## config.mk

```make
export PLATFORM = sky130hd
export DESIGN_NAME = axis_frame_reader
export DESIGN_NICKNAME = d
export VERILOG_FILES = /design/src/rtl/axis_frame_reader.sv
export SDC_FILE = /design/constraint.sdc
export NUM_CORES = 1
export LEC_CHECK = 0
export ABC_AREA = 1
export CORE_AREA = 5 5 126 128
export CTS_CLUSTER_DIAMETER = 60
export DETAILED_ROUTE_END_ITERATION = 8
export DIE_AREA = 0 0 131 133
export PLACE_DENSITY = 0.83
export SYNTH_ARGS = -nofsm -noshare
export SYNTH_HDL_FRONTEND = slang
export SYNTH_SLANG_ARGS = --single-unit
```

## constraint.sdc

```tcl
create_clock -name clk -period 5.11 [get_ports clk]
set_input_delay 0.511 -clock clk [delete_from_list [all_inputs] [get_ports clk]]
set_output_delay 0.511 -clock clk [all_outputs]
set_load 0.01 [all_outputs]
```

## src/rtl/axis_frame_reader.sv

```systemverilog
// axis_frame_reader: raster-order frame reader from a sync-read RAM onto an AXI-Stream master.
// Optional tlast/tuser sideband generation is enabled by defining AXIS_FRAME_READER_SIDEBAND_EN.
module axis_frame_reader #(
    parameter int DATA_W = 8,
    parameter int ADDR_W = 16
) (
    input  logic              clk,
    input  logic              rst_n,
    input  logic              config_pulse,
    input  logic [15:0]       config_width,
    input  logic [15:0]       config_height,
    input  logic [ADDR_W-1:0] config_base,
    input  logic [ADDR_W-1:0] config_stride,
    output logic              done,
    output logic              mem_rd_en,
    output logic [ADDR_W-1:0] mem_rd_addr,
    input  logic [DATA_W-1:0] mem_rd_data,
    output logic [DATA_W-1:0] m_axis_pix_tdata,
    output logic              m_axis_pix_tvalid,
    input  logic              m_axis_pix_tready,
    output logic              m_axis_pix_tlast,
    output logic              m_axis_pix_tuser
);
    typedef enum logic [1:0] {IDLE, READ, DRAIN} state_t;
    state_t state, state_nx;
    logic [15:0] w_last, h_last, w, h;
    logic [ADDR_W-1:0] stride, row_base;
    logic [DATA_W-1:0] fifo_data [2];
    logic [1:0] occ;
    logic inflight, wr_ptr, rd_ptr, pop, start, line_end, frame_end;
    assign pop = m_axis_pix_tvalid && m_axis_pix_tready;
    assign start = config_pulse && config_width != 16'd0 && config_height != 16'd0;
    assign line_end = w == w_last;
    assign frame_end = line_end && h == h_last;
    assign done = state == IDLE;
    assign mem_rd_addr = row_base + ADDR_W'(w);
    assign m_axis_pix_tvalid = occ != 2'd0;
    assign m_axis_pix_tdata = fifo_data[rd_ptr];
    // occ + inflight is the number of slots already claimed; a pop this cycle frees one
    always_comb begin
        state_nx = state;
        mem_rd_en = state == READ && (occ + {1'b0, inflight} - {1'b0, pop}) < 2'd2;
        case (state)
            IDLE:    state_nx = start ? READ : IDLE;
            READ:    state_nx = mem_rd_en && frame_end ? DRAIN : READ;
            DRAIN:   state_nx = pop && occ + {1'b0, inflight} == 2'd1 ? IDLE : DRAIN;
            default: state_nx = IDLE;
        endcase
    end
    always_ff @(posedge clk or negedge rst_n) begin
        if (!rst_n) begin
            state <= IDLE;
            w_last <= '0;
            h_last <= '0;
            w <= '0;
            h <= '0;
            stride <= '0;
            row_base <= '0;
            inflight <= 1'b0;
            occ <= '0;
            wr_ptr <= 1'b0;
            rd_ptr <= 1'b0;
            fifo_data[0] <= '0;
            fifo_data[1] <= '0;
        end else begin
            state <= state_nx;
            inflight <= mem_rd_en;
            if (state == IDLE && start) begin
                w_last <= config_width - 16'd1;
                h_last <= config_height - 16'd1;
                stride <= config_stride;
                row_base <= config_base;
                w <= '0;
                h <= '0;
            end else if (mem_rd_en) begin
                w <= line_end ? 16'd0 : w + 16'd1;
                h <= line_end ? h + 16'd1 : h;
                row_base <= line_end ? row_base + stride : row_base;
            end
            if (inflight) begin
                fifo_data[wr_ptr] <= mem_rd_data;
                wr_ptr <= ~wr_ptr;
            end
            if (pop)
                rd_ptr <= ~rd_ptr;
            occ <= occ + {1'b0, inflight} - {1'b0, pop};
        end
    end
`ifdef AXIS_FRAME_READER_SIDEBAND_EN
    logic pend_last, pend_user;
    logic [1:0] fifo_last, fifo_user;
    // flags are sampled at issue and ride alongside the read for one cycle
    always_ff @(posedge clk or negedge rst_n) begin
        if (!rst_n) begin
            pend_last <= 1'b0;
            pend_user <= 1'b0;
            fifo_last <= '0;
            fifo_user <= '0;
        end else begin
            pend_last <= line_end;
            pend_user <= w == 16'd0 && h == 16'd0;
            if (inflight) begin
                fifo_last[wr_ptr] <= pend_last;
                fifo_user[wr_ptr] <= pend_user;
            end
        end
    end
    assign m_axis_pix_tlast = m_axis_pix_tvalid && fifo_last[rd_ptr];
    assign m_axis_pix_tuser = m_axis_pix_tvalid && fifo_user[rd_ptr];
`else
    assign m_axis_pix_tlast = 1'b0;
    assign m_axis_pix_tuser = 1'b0;
`endif
    a_no_overflow: assert property (@(posedge clk) disable iff (!rst_n) !(inflight && occ == 2'd2));
endmodule
```

* Yosys cells after proc, flatten, opt, wreduce, memory -nomap -nowiden
Index checks and enable logic that the tools add are counted.
** Operators by class
- Bitwise operators :: 4
- Reductions and logical operators :: 16
- Muxes and demuxes :: 19
- Add/sub/neg operators :: 8
- Equality and inequality tests :: 5
- Order comparisons :: 4
** Operator list (number)
- 16-bit 2-to-1 mux :: 9
- 16-bit by 1-bit adder with 16-bit output (second input constant) :: 2
- 16-bit adder :: 2
- 16-bit == test :: 2
- 8-bit 2-to-1 mux :: 4
- 16-bit nonzero test :: 2
- 16-bit by 1-bit subtractor with 16-bit output (second input constant) :: 2
- 16-bit bitwise mux :: 1
- 1-bit logical AND :: 9
- 8-bit demux with 1-bit select :: 1
- 2-bit one-hot mux with 3 select lines :: 1
- 2-bit nonzero test :: 3
- 2-bit by 1-bit == test with 1-bit output (second input constant) :: 2
- 2-bit >= comparator (second input constant) :: 2
- 2-bit 2-to-1 mux :: 2
- 1-bit inverter with 2-bit output :: 2
- 2-bit by 1-bit adder with 2-bit output :: 1
- 2-bit == test (second input constant) :: 1
- 2-bit logical NOT :: 1
- 2-bit by 1-bit < comparator with 1-bit output (second input constant) :: 1
- 2-bit < comparator (second input constant) :: 1
- 1-bit inverter :: 2
- 2-bit AND reduction :: 1
- 2-bit by 1-bit subtractor with 2-bit output :: 1
- 1-bit 2-to-1 mux :: 1
** Storage, ports and cells
- Output and inout bits :: 29
- Bits in registers :: 119
- Input bits :: 76
- Word-level logic and storage cells :: 69

* Logic depth before layout (Yosys ltp)
- Depth after elaboration :: 8
- Depth in mapped cells :: 13
- Depth with buffers taken out :: 13

* Least setup slack after synthesis
Ideal clock, no wire load.
- Path kind :: register to output
- Start :: reg w[0]
- End :: out mem_rd_addr[12]
- Required time :: 4.599 ns
- Buffers on the path :: 0
- Stages on the path, launching flop included :: 11
- Setup slack :: 2.727 ns
- Arrival :: 1.872 ns
- Cells stage by stage :: dfrtp_1 > ha_1 > fa_1 > nand3_1 > nand2_1 > a21boi_0 > o21ai_0 > nand2_1 > nand2_1 > nand2_1 > nand2_1
** On the way
- Longest elaborated chain between the ends :: 1
** RTL lines
- start: declaration :: RTL line 26 : logic [15:0] w_last, h_last, w, h;
- start signal: assignment :: RTL line 76 : w <= line_end ? 16'd0 : w + 16'd1;
- 16-bit adder :: RTL line 36 : assign mem_rd_addr = row_base + ADDR_W'(w);
- end: declaration :: RTL line 16 : output logic [ADDR_W-1:0] mem_rd_addr,
No other way between the ends.

* Final worst setup path
Same ends and word-level chain as after synthesis.

==> flow_summary.toml <==
[worst_setup_path]
crit_type = "flip-flop to output pin"
rr_startpoint = "occ[1]$_DFF_PN0_"
worst_setup_path_start_kind = "flip-flop"
r2r_setup_slack_ns = 2.62
worstReg2RegEnd = "h[15]$_DFFE_PN0P_"
worst_setup_path_end_kind = "output pin"
arrival_ns = 3.12
crit_path_max_fanout = 7
cp_data_required_time_ns = 4.60
reg2regPathDepth = 9

[run_status]
outcome = "finished clean"

[placed_design]
dp_cells = 1483
place_hpwl_microns = 15700
post-place-ws_ns = 1.77
placed_area_sq_mm = 0.00947
port_buffers = 102
gp_congestion = 0.925

[power_and_ir_drop]
p_leak_nw = 5.10
total_power_mw = 5.64
power_density_mw_per_mm2 = 562
max-vdd-ir-drop_mv = 0.275

[timing]
slew_violations = 0
timing.hold.ws_ns = 0.143
fin_crit_ns = 3.63
hold_viol_final = 0
clock_skew_ns = 0.0171
max_freq_mhz = 276
setup_slack_ns = 1.48
setup_violations = 0
rsz0062_at_grt = "no"
finalCritPeriodShare_pct = 71.0
relSlewSlack_pct = 39.3
tightest_slew_ns = 0.910
setup-tns-final_ns = 0

[synth]
ys_warn_count = 0
netlist.area_leader.share_pct = 35.5
synthArstFlopShare_pct = 100
synthFlopType = "dfrtp_1"
seq_area_frac_synth_pct = 35.5
syn_inst = 1221
syn_area_sq_mm = 0.00840
yosys.area.top_type = "dfrtp_1"
synth-edff-count = 0
yosys.cell_types.count = 42
syn_avg_cell_area_sq_um = 6.88
synth_area_leaders = "dfrtp_1 35%, nand2_1 21%, inv_1 5.9%"
synth_seq_cells = 119

[floorplan]
num_io_pins = 105
dieArea_sq_mm = 0.0174
fp.dieH_microns = 133
row_count = 45
die_x_microns = 131
core_sq_mm = 0.0148
start_util_pct = 56.9

[cts]
cts_tree = "done"
cts-root-buf = "clkbuf_16"
cts_hold_buffers = 0
cts.clk_slew.worst_paths_ns = 0.06
h-tree-depth = 4
clkSinkCount = 119
post_cts.repair.setup_buffers = 0
clock_path_buffers = 2
cts_buffers = 17
clk_latency_ns = 0.43
ctsResizeCount = 0

[cells_and_area]
finish.utilization_pct = 68.0
fin_area_sq_mm = 0.0100
final_cells = 1515
fin_nets = 1428
final_common_cell = "nand2_1"
areaGrowthSynthToFinish_pct = 19.5
layout_common_cells = "476 x nand2_1, 132 x inv_1, 119 x dfrtp_1"
drive_above_1_share_pct = 5.43
diodes = 0

[global_route]
overflow = 0
grt_use_total_pct = 25.2
grt_max_degree = 68
grt_pass1_wl_microns = 35200
grt_pass1_vias = 7424
antenna_found_initial = 0

[detailed_routing]
vias_per_cell = 5.18
ant_nets = 0
drt_pass1_iterations = 7
num_vias = 7850
drt_iter0_markers = 559
remaining_drc_errors = 0
wl_microns = 21000
wire_per_inst_microns = 13.9

[job]
drv_cap = 0

[hold_path]
hp-class = "input port to async pin"
registers in the layout (all words and copies together) (netlist names):
register,flops
w_last,16
fifo_data,16
wr_ptr,1
rd_ptr,1
h_last,16
row_base,16
stride,16
inflight,1
w,16
state,2
h,16
occ,2
power breakdown:
part	switching, mW	internal [mW]
logic	1.63	1.23
registers	0.360	1.27
clock network	0.463	0.687
cells in the mapped netlist, types with 4 or more instances:
master,instances
nor2_2,4
dfrtp_1,119
a21oi_1,27
o21ai_2,14
buf_4,5
nand3b_1,4
clkbuf_1,4
ha_1,36
xor2_1,43
nor3_1,25
o21ai_1,10
inv_2,6
nand4_1,13
inv_1,132
nor2_1,96
xnor2_1,25
or2_2,6
nand2_1,476
o21ai_0,53
nand3_1,69
buf_6,5
buf_2,15
routing by layer:
layer  GRT usage [%]  vias to the layer above  routed length, microns
li1                -                     4015                       -
met2            38.6                      223                    9800
met5               0                        -                       0
met4            8.91                        0                     514
met1            35.4                     3567                    9520
met3            5.09                       45                    1170
worst max path at each step:
stage,from,endpoint
floorplan,w[0]$_DFFE_PN0P_,mem_rd_addr[12]
CTS,w[0]$_DFFE_PN0P_,mem_rd_addr[12]
detailed placement,config_height[0],row_base[0]$_DFFE_PN0P_
global route,w[0]$_DFFE_PN0P_,mem_rd_addr[12]
global placement,config_height[0],row_base[2]$_DFFE_PN0P_
finish,w[0]$_DFFE_PN0P_,mem_rd_addr[12]
layout make-up:
type	count	area (sq um)
clock buffers	20	447
clock inverters	12	119
multi-input cells	933	4700
inverters	139	522
well taps	188	235
fillers	1257	4720
repair buffers	104	1030
flip-flops and latches	119	2980
worst max-delay path, cell delays in order, from the launching register on:
cell and delay (ns):
dfrtp_1 0.47, ha_1 0.27, fa_1 0.43, nand3_1 0.11, nand2_1 0.08, a21boi_0 0.29
o21ai_0 0.20, nand2_1 0.13, nand3_1 0.07, nand2_1 0.10, clkdlybuf4s50_1 0.54
cells by family (layout without fill, tap and decap cells):
logic type | Yosys count | after routing | synth area share [%]
AND/OR/NAND/NOR | 706 | 706 | 34.7
buffers and inverters | 170 | 275 | 8.64
AO/OA/AOI/OAI | 119 | 119 | 8.18
flip-flops | 119 | 119 | 35.5
XOR/XNOR | 68 | 68 | 7.09
adder cells (fa/ha/maj) | 38 | 38 | 5.84
other | 1 | 2 | 0.0447
(Power assumes the default switching activity.)
